===== src/rtl/mem_arbiter.sv =====
// rtl/mem_arbiter.sv - two-requester memory port arbiter (debug priority, burst-limited)
// Optional slave-hang abort enabled by defining MEM_ARBITER_TIMEOUT_EN.
module mem_arbiter #(
  parameter int ADDR_WIDTH    = 32,
  parameter int DATA_WIDTH    = 32,
  parameter int MAX_DBG_BURST = 4,
  parameter int TIMEOUT       = 255
) (
  input  logic                    clk,
  input  logic                    rst_n,
  input  logic                    core_read,
  input  logic                    core_write,
  input  logic [ADDR_WIDTH-1:0]   core_addr,
  input  logic [DATA_WIDTH-1:0]   core_wdata,
  input  logic [DATA_WIDTH/8-1:0] core_be,
  output logic                    core_done,
  output logic                    core_err,
  input  logic                    dbg_read,
  input  logic                    dbg_write,
  input  logic [ADDR_WIDTH-1:0]   dbg_addr,
  input  logic [DATA_WIDTH-1:0]   dbg_wdata,
  input  logic [DATA_WIDTH/8-1:0] dbg_be,
  output logic                    dbg_done,
  output logic                    dbg_err,
  output logic [DATA_WIDTH-1:0]   rdata,
  output logic                    mem_read,
  output logic                    mem_write,
  output logic [ADDR_WIDTH-1:0]   mem_addr,
  output logic [DATA_WIDTH-1:0]   mem_wdata,
  output logic [DATA_WIDTH/8-1:0] mem_be,
  input  logic                    mem_done,
  input  logic [DATA_WIDTH-1:0]   mem_rdata
);

  localparam int BW = (MAX_DBG_BURST < 2) ? 1 : $clog2(MAX_DBG_BURST + 1);
  localparam logic [BW-1:0] BURST_MAX = BW'(MAX_DBG_BURST);

  typedef enum logic [1:0] {IDLE, OWN_CORE, OWN_DBG} state_t;

  state_t        r_state;
  state_t        w_next;
  logic [BW-1:0] r_burst;

  logic w_core_req;
  logic w_dbg_req;
  logic w_grant_dbg;
  logic w_sel_core;
  logic w_sel_dbg;
  logic w_to_hit;
  logic w_complete;
  logic w_wr_src;
  logic w_rd_src;

  assign w_core_req  = core_read | core_write;
  assign w_dbg_req   = dbg_read | dbg_write;
  // Debug loses only when its burst allowance is spent and core is waiting.
  assign w_grant_dbg = w_dbg_req && !((r_burst == BURST_MAX) && w_core_req);
  assign w_complete  = mem_done | w_to_hit;

  always_comb begin
    w_sel_core = 1'b0;
    w_sel_dbg  = 1'b0;
    w_next     = r_state;
    case (r_state)
      IDLE: begin
        if (w_grant_dbg) begin
          w_sel_dbg = 1'b1;
          if (!mem_done) w_next = OWN_DBG;
        end else if (w_core_req) begin
          w_sel_core = 1'b1;
          if (!mem_done) w_next = OWN_CORE;
        end
      end
      OWN_CORE: begin
        w_sel_core = 1'b1;
        if (w_complete) w_next = IDLE;
      end
      OWN_DBG: begin
        w_sel_dbg = 1'b1;
        if (w_complete) w_next = IDLE;
      end
      default: w_next = IDLE;
    endcase
  end

  always_ff @(posedge clk or negedge rst_n) begin
    if (!rst_n) begin
      r_state <= IDLE;
      r_burst <= '0;
    end else begin
      r_state <= w_next;
      if (w_sel_dbg && w_complete) begin
        if (!w_core_req)
          r_burst <= '0;
        else if (r_burst != BURST_MAX)
          r_burst <= r_burst + 1'b1;
      end else if (w_sel_core && w_complete) begin
        r_burst <= '0;
      end
    end
  end

`ifdef MEM_ARBITER_TIMEOUT_EN
  localparam int TW_RAW = $clog2(TIMEOUT + 1);
  localparam int TW     = (TW_RAW < 8) ? 8 : ((TW_RAW > 16) ? 16 : TW_RAW);
  localparam logic [TW-1:0] TO_LAST = TW'(TIMEOUT - 1);

  logic [TW-1:0] r_to_cnt;

  // Held at zero in IDLE so it starts from zero on entry to an OWN state.
  always_ff @(posedge clk or negedge rst_n) begin
    if (!rst_n)
      r_to_cnt <= '0;
    else if (r_state == IDLE)
      r_to_cnt <= '0;
    else if (!mem_done)
      r_to_cnt <= r_to_cnt + 1'b1;
  end

  assign w_to_hit = (r_state != IDLE) && !mem_done && (r_to_cnt == TO_LAST);
`else
  assign w_to_hit = 1'b0;
`endif

  assign w_wr_src = w_sel_dbg ? dbg_write : (w_sel_core ? core_write : 1'b0);
  assign w_rd_src = w_sel_dbg ? (dbg_read & ~dbg_write)
                              : (w_sel_core ? (core_read & ~core_write) : 1'b0);

  // Every output is gated by rst_n so reset forces zeros without waiting for a clock.
  assign mem_write = rst_n & w_wr_src & ~w_to_hit;
  assign mem_read  = rst_n & w_rd_src & ~w_to_hit;
  assign mem_addr  = !rst_n ? '0 : (w_sel_dbg ? dbg_addr  : (w_sel_core ? core_addr  : '0));
  assign mem_wdata = !rst_n ? '0 : (w_sel_dbg ? dbg_wdata : (w_sel_core ? core_wdata : '0));
  assign mem_be    = !rst_n ? '0 : (w_sel_dbg ? dbg_be    : (w_sel_core ? core_be    : '0));
  assign rdata     = !rst_n ? '0 : mem_rdata;

  assign core_done = rst_n & w_sel_core & w_complete;
  assign dbg_done  = rst_n & w_sel_dbg  & w_complete;
  assign core_err  = rst_n & w_sel_core & w_to_hit;
  assign dbg_err   = rst_n & w_sel_dbg  & w_to_hit;

endmodule


===== config.mk =====
export PLATFORM = sky130hd
export DESIGN_NAME = mem_arbiter
export DESIGN_NICKNAME = d
export VERILOG_FILES = /design/src/rtl/mem_arbiter.sv
export SDC_FILE = /design/constraint.sdc
export NUM_CORES = 1
export LEC_CHECK = 0
export BUFFER_PORTS_ARGS = -buffer_cell sky130_fd_sc_hd__buf_2
export CAP_MARGIN = 25
export CORE_AREA = 2 2 108 110
export CTS_BUF_LIST = sky130_fd_sc_hd__clkbuf_4 sky130_fd_sc_hd__clkbuf_8 sky130_fd_sc_hd__clkbuf_16
export DETAILED_ROUTE_END_ITERATION = 16
export DIE_AREA = 0 0 110 112
export PLACE_DENSITY = 0.58
export SYNTH_ARGS = -nofsm -noshare
export SYNTH_HDL_FRONTEND = slang
export SYNTH_SLANG_ARGS = --single-unit
export TNS_END_PERCENT = 20

===== constraint.sdc =====
create_clock -name clk -period 2.2 [get_ports clk]
set_clock_uncertainty 0.2 [all_clocks]
set_input_delay 0.44 -clock clk [delete_from_list [all_inputs] [get_ports clk]]
set_output_delay 0.44 -clock clk [all_outputs]
set_load 0.1 [all_outputs]

==> results of run 1 <==
kinds of logic (layout without fill, tap and decap cells):
kind of cell / after synthesis / after routing
AO/OA/AOI/OAI: 91 / 91
AND/OR/NAND/NOR: 46 / 46
buffers and inverters: 28 / 332
adder cells (fa/ha/maj): 5 / 5
flip-flops: 5 / 5
other: 1 / 2
repair_timing:
item	4_1_cts	5_1_grt
hold endpoints to repair	0	0
pin swaps	5	32
gates cloned	3	8
endpoints found under the setup margin	72	72
resized for setup	10	11
setup buffers	2	8
routing by layer:
layer / vias up / wire [um] / track usage
li1: 1308 / - / -
met5: - / 0 / 0
met1: 1270 / 4173 / 0.1643
met3: 9 / 1099 / 0.04450
met4: 0 / 148 / 0.02869
met2: 171 / 5923 / 0.2933
worst paths after layout:
kind / start / to / slack (ns) / cells past startpoint
setup reg to reg: r_state[0] / r_burst[2] / 0.36 / 7
setup / recovery: r_state[0] / mem_read / -0.47 / 9
max in group asynchronous: rst_n / r_burst[1] / 1.52 / 2
hold / removal: rst_n / r_burst[0] / 0.05 / 2
hold reg to reg: r_burst[1] / r_burst[1] / 0.42 / 3
min in group clk: r_burst[1] / r_burst[1] / 0.42 / 3
per-stage QoR:
stage,std cells,setup TNS (ns)
detailed placement,599,-23.91
floorplan,177,-9.583
global route,624,-34.99
global placement,599,-22.04
finish,624,-32.74
CTS,608,-36.82
final cells by class:
| type | instances | share of cell area |
|---|---|---|
| clock buffer | 4 | 0.01420 |
| inverter | 7 | 0.004518 |
| multi-input combinational | 144 | 0.3163 |
| sequential | 5 | 0.02151 |
| tap | 143 | 0.03077 |
| timing repair buffer | 321 | 0.6127 |
registers in the layout, indices dropped and copies added (netlist names):
signal   flops
r_state      2
r_burst      3
power breakdown:
group	internal [mW]	switching (mW)	leakage, nW
clock network	0.253	0.0686	0.0416
logic	3.76	5.39	2.76
registers	0.130	0.0295	0.0659
worst max-delay path: cells and delay by family, from the launching register on:
kind	cells	cell delay [ns]
AND/OR/NAND/NOR	1	0.04
flip-flops	1	0.34
adder cells (fa/ha/maj)	1	0.26
AO/OA/AOI/OAI	2	0.50
buffers and inverters	5	0.64
cells in the final DEF (no fill, tap or decap), types with 2 or more instances in the layout:
cell / n
sky130_fd_sc_hd__and2_1: 32
sky130_fd_sc_hd__dfrtp_1: 5
sky130_fd_sc_hd__clkbuf_16: 9
sky130_fd_sc_hd__buf_16: 3
sky130_fd_sc_hd__inv_1: 4
sky130_fd_sc_hd__inv_2: 3
sky130_fd_sc_hd__bufbuf_16: 2
sky130_fd_sc_hd__buf_4: 22
sky130_fd_sc_hd__o21a_1: 2
sky130_fd_sc_hd__ha_4: 3
sky130_fd_sc_hd__ha_1: 2
sky130_fd_sc_hd__o21ai_0: 4
sky130_fd_sc_hd__a22o_1: 2
sky130_fd_sc_hd__buf_12: 108
sky130_fd_sc_hd__buf_2: 174
sky130_fd_sc_hd__buf_6: 6
sky130_fd_sc_hd__conb_1: 2
sky130_fd_sc_hd__nand2_1: 3
sky130_fd_sc_hd__a22o_4: 69
==> results_dict.tcl, run 1 <==
set metrics [dict create \
    grt_antenna_before_repair 0 \
    violated_checks "setup timing" \
    syn_inst 176 \
    status "finished with violations" \
    cts_hold_buffers 0 \
    timing.final.crit_share 1.215 \
    setup.worst_path.end_class "output pin" \
    vias_in_the_first_global_route 2826 \
    core_area_sq_mm 0.01117 \
    max_cap_viol_count 0 \
    yosysSeqAreaShare 0.07862 \
    finalSetupViolations 72 \
    worstSkewPairLatency_ns 0.23 \
    yosys.area_share.simple 0.1785 \
    routed-via-count 2758 \
    die_height_um 112 \
    num_antenna_cells 0 \
    ys.flop_type "sky130_fd_sc_hd__dfrtp_1" \
    synth_fa_ha_area_frac 0.03931 \
    synth-edff-count 0 \
    initial_utilization 0.1424 \
    grt.total_usage 0.1537 \
    cts_buffers 3 \
    power_density_mw_per_mm2 1656 \
    timing.final.crit_period_ns 2.673 \
    vias_per_cell 4.420 \
    rows 39 \
    worst_hold_margin_ns 0.05240 \
    clk_transition_reported_paths_ns 0.04 \
    cts_num_sinks 5 \
    placed_cell_area_sq_mm 0.005268 \
    design.die.area_sq_mm 0.01232 \
    multi_input_combinational_cell_area_sq_mm 0.001839 \
    pre_cts_slack_ns -0.3692 \
    relative_area_change_from_synthesis_to_final_layout_pct 265.4 \
    initialDrtViolationCount 100 \
    wire_length_of_the_first_global_routing_pass_um 14520 \
    totalWireLength_um 11340 \
    post_drt_antenna_nets 0 \
    post-route-util 0.5204 \
    detailedRoute.firstPassIterationCount 4 \
    n_fill_cell 949 \
    detail_route.drc_violations 0 \
    yosys.cell_count.top_type "sky130_fd_sc_hd__a22o_2" \
    max_freq_mhz 374.2 \
    required_ns 1.56 \
    placement.io_buffers 278 \
    hpwlAfterDp_um 8592 \
    htree_num_levels 1 \
    io_pins 281 \
    final_layout_size_suffix_gt1_frac 0.8545 \
    remaining_overflow_grt 0 \
    share_of_flip_flops_with_an_asynchronous_set_or_reset_after_synthesis 1.000 \
    routed_wire_length_per_instance_um 18.18 \
    ys.warnings.count 0 \
    maximum_number_of_pins_on_one_net_before_global_route_repair 39 \
    critical_path.startpoint_type "flip-flop" \
    synth_common_cells "sky130_fd_sc_hd__a22o_2, sky130_fd_sc_hd__and2_1, sky130_fd_sc_hd__a22o_1" \
    routabilityCongestion 0.8010 \
    clock-root-buffer "sky130_fd_sc_hd__clkbuf_16" \
    synth_top_family_by_area "compound AO/OA/AOI/OAI gates" \
    nNetsFinal 662 \
    crit_path_cell_trace "inv_1, ha_1, a31oi_4, buf_6, nor2b_4, buf_12, buf_6, a32o_4, buf_12" \
    die_width_um 110 \
    synth.top_cells.by_area "sky130_fd_sc_hd__a22o_2, sky130_fd_sc_hd__a22o_1, sky130_fd_sc_hd__and2_1, sky130_fd_sc_hd__buf_8, sky130_fd_sc_hd__dfrtp_1" \
    yosys.area_share.xor_xnor 0 \
    ys_seq_elements 5 \
    cts_tree "yes" \
    slew_viol_final 0 \
    cts-root-to-sink-buffers 2 \
    worst_path_largest_cell_delay_ns 0.34 \
    leakage_nw 2.872 \
    final_critical_path_setup_slack_ns -0.4727 \
    postSynthAreaPerCell_sq_um 9.043 \
    synth_top_cell_area_share 0.2642 \
    yosysTopAreaCell "sky130_fd_sc_hd__a22o_2" \
    synth_compound_gate_area_share 0.5244 \
    report.final.hold_viol_count 0 \
    critPathSlowestCell "sky130_fd_sc_hd__dfrtp_1" \
    timing.setup.critical_path_class "reg -> out" \
    min-delay-path-class "in -> async" \
    worst_ep_arrival_time_ns 2.03 \
    total_non_filler_cell_area_in_the_finished_layout_sq_mm 0.005816 \
    netlist_area_sq_mm 0.001592 \
    post_synthesis_mux_area_share 0 \
    cp_max_fo 6 \
    vdd.ir_drop.worst_mv 0.9301 \
    unique_cell_type_count_in_the_yosys_netlist 36 \
    total_power_mw 9.631 \
    final-seq-area_sq_um 125.1 \
    rsz_0062_raised_after_global_routing "yes" \
]
No activity file was read; power rests on OpenSTA's default activity.
==> run 2: changes to the inputs <==
--- a/config.mk
+++ b/config.mk
@@ -6,13 +6,14 @@
 export NUM_CORES = 1
 export LEC_CHECK = 0
 export BUFFER_PORTS_ARGS = -buffer_cell sky130_fd_sc_hd__buf_2
-export CAP_MARGIN = 25
+export CAP_MARGIN = 0
 export CORE_AREA = 2 2 108 110
 export CTS_BUF_LIST = sky130_fd_sc_hd__clkbuf_4 sky130_fd_sc_hd__clkbuf_8 sky130_fd_sc_hd__clkbuf_16
 export DETAILED_ROUTE_END_ITERATION = 16
 export DIE_AREA = 0 0 110 112
 export PLACE_DENSITY = 0.58
+export SETUP_SLACK_MARGIN = 0.02
 export SYNTH_ARGS = -nofsm -noshare
 export SYNTH_HDL_FRONTEND = slang
 export SYNTH_SLANG_ARGS = --single-unit
-export TNS_END_PERCENT = 20
+export TNS_END_PERCENT = 30
==> run 2 against run 1 <==
  * Non-clock buffer count increased by 10
  * Sequential power barely moved
  * Final area increased by 1.4%
  * The run still ends with setup timing left
  * Fmax is 0.91% lower
  * First-iteration DRC count down 13%
  * Sequential cell count is the same
  * Critical endpoint unchanged
  * Worst setup slack got worse by 0.025 ns
  * Combinational power is 1% higher
  * Cell count up 1.6%
==> results_dict.tcl, run 2 (synthesized netlist as in run 1, its figures left out) <==
set metrics [dict create \
    status "finished with violations" \
    violated_checks "setup timing" \
    min-delay-path-class "in -> async" \
    power_frac_seq 0.016 \
    largest_register_ffs 3 \
    detailedRoute.firstPassIterationCount 4 \
    clk_transition_reported_paths_ns 0.03 \
    placed_cell_area_sq_mm 0.005290 \
    cp_max_fo 3 \
    final-seq-area_sq_um 125.1 \
    clock_group_share_of_total_power 0.032 \
    maximum_number_of_pins_on_one_net_before_global_route_repair 39 \
    final_critical_path_setup_slack_ns -0.4972 \
    routed-via-count 2811 \
    relative_area_change_from_synthesis_to_final_layout_pct 270.7 \
    cts-root-to-sink-buffers 2 \
    io_pins 281 \
    die_height_um 112 \
    rows 39 \
    clock-root-buffer "sky130_fd_sc_hd__clkbuf_16" \
    core_area_sq_mm 0.01117 \
    setup.worst_path.end_class "output pin" \
    worstReg2RegStart "r_state[1]" \
    die_width_um 110 \
    critPathSlowestCell "sky130_fd_sc_hd__dfrtp_1" \
    report.final.hold_viol_count 0 \
    max_cap_viol_count 0 \
    timing.final.crit_share 1.226 \
    vdd.ir_drop.worst_mv 0.9302 \
    share_of_total_power_in_combinational_logic 0.951 \
    cts_num_sinks 5 \
    worst_path_largest_cell_delay_ns 0.36 \
    final_cell_mix "sky130_fd_sc_hd__buf_2, sky130_fd_sc_hd__buf_12, sky130_fd_sc_hd__a22o_4" \
    pre_cts_slack_ns -0.4022 \
    initialDrtViolationCount 87 \
    vias_per_cell 4.434 \
    totalWireLength_um 11440 \
    num_antenna_cells 0 \
    required_ns 1.56 \
    placement.io_buffers 278 \
    cts_buffers 3 \
    detail_route.drc_violations 0 \
    nNetsFinal 672 \
    slew_viol_final 0 \
    wire_length_of_the_first_global_routing_pass_um 15000 \
    critical_path.most_common_cell "sky130_fd_sc_hd__buf_6" \
    worst_hold_margin_ns 0.02849 \
    post_drt_antenna_nets 0 \
    grt.total_usage 0.1585 \
    total_non_filler_cell_area_in_the_finished_layout_sq_mm 0.005899 \
    crit_path_from "r_state[0]" \
    total_power_mw 9.739 \
    final_layout_size_suffix_gt1_frac 0.8595 \
    crit_path_cell_trace "inv_2, ha_1, a31oi_4, buf_6, nor2b_4, buf_6, buf_6, buf_6, a32o_4, buf_12" \
    timing.final.crit_period_ns 2.697 \
    design.die.area_sq_mm 0.01232 \
    max_freq_mhz 370.8 \
    power_density_mw_per_mm2 1651 \
    routabilityCongestion 0.8170 \
    leakage_nw 2.919 \
    switching_share 0.5673 \
    n_fill_cell 924 \
    final_common_cell "sky130_fd_sc_hd__buf_2" \
    critical_path.startpoint_type "flip-flop" \
    routed_wire_length_per_instance_um 18.04 \
    rsz_0062_raised_after_global_routing "yes" \
    top_register "r_burst" \
    hpwlAfterDp_um 8817 \
    remaining_overflow_grt 0 \
    timing.setup.critical_path_class "reg -> out" \
    finalSetupViolations 72 \
    worstSkewPairLatency_ns 0.23 \
    initial_utilization 0.1424 \
    setup_tns_after_final_layout_ns -30.93 \
    largest_registers "r_burst (3), r_state (2)" \
    cts_tree "yes" \
    internal-power_mw 4.214 \
    multi_input_combinational_cell_area_sq_mm 0.001839 \
    vias_in_the_first_global_route 2931 \
    htree_num_levels 1 \
    cts_hold_buffers 0 \
    power.switching_mw 5.525 \
    grt_antenna_before_repair 0 \
    worst_ep_arrival_time_ns 2.06 \
]
run 2: cell count changes in the layout (fill, tap and decap cells not counted):
cell / change
sky130_fd_sc_hd__clkbuf_16: +1
sky130_fd_sc_hd__buf_12: +3
sky130_fd_sc_hd__inv_1: -1
sky130_fd_sc_hd__bufbuf_16: -2
sky130_fd_sc_hd__inv_2: +1
sky130_fd_sc_hd__buf_6: +1
sky130_fd_sc_hd__buf_4: +7
run 2: timing repair:
item | 4_1_cts | 5_1_grt
hold endpoints to repair | 0 | 0
pin swaps | 3 | 52
buffers inserted | 8 | 10
endpoints found under the setup margin | 72 | 72
gates resized for setup | 9 | 21
cloned | 3 | 9
run 2: power groups by stage:
stage	registers (mW)	logic (mW)	clock network [mW]
after global placement	0.148	8.35	0
after detailed placement	0.153	8.44	0
after floorplan	0.156	5.68	0
after CTS	0.154	8.78	0.321
final	0.159	9.26	0.316
after global routing	0.163	9.51	0.325
run 2: through the flow:
step | utilization | std cells
global placement | 0.4734 | 602
detailed placement | 0.4734 | 602
finish | 0.5279 | 634
global route | 0.5279 | 634
floorplan | - | 177
CTS | 0.4967 | 617
run 2: area by class of cell:
cell class / instances / area share
Sequential cell: 5 / 0.02121
Inverter: 7 / 0.004454
Clock buffer: 4 / 0.01400
Tap cell: 143 / 0.03033
Multi-Input combinational cell: 144 / 0.3118
Timing Repair Buffer: 331 / 0.6182
run 2: path summary, 6_finish.rpt:
| check | slack (ns) | end | depth (start not counted) |
|---|---|---|---|
| setup / recovery | -0.50 | mem_read | 10 |
| hold / removal | 0.03 | r_state[1] | 2 |
| setup reg to reg | 0.28 | r_burst[2] | 8 |
| hold reg to reg | 0.47 | r_state[1] | 2 |
| max in group asynchronous | 1.55 | r_burst[1] | 2 |
| min in group clk | 0.41 | r_burst[1] | 3 |
run 2: metal layers:
metal  share of wire  wire (um)  up-vias  global-route usage
met2            0.51       5849      167              0.3010
met4           0.011        125        0             0.02785
met5               0          0        -                   0
met1            0.39       4419     1311              0.1774
met3           0.091       1041       11             0.03571
li1                -          -     1322                   -
run 2: critical path, delay by kind of cell, from the launching register on:
kind / cells / cell delay (ns)
adders and majority gates: 1 / 0.25
and+or+nand+nor: 1 / 0.04
AOI/OAI and AO/OA: 2 / 0.48
DFF: 1 / 0.36
buffers and inverters: 6 / 0.69
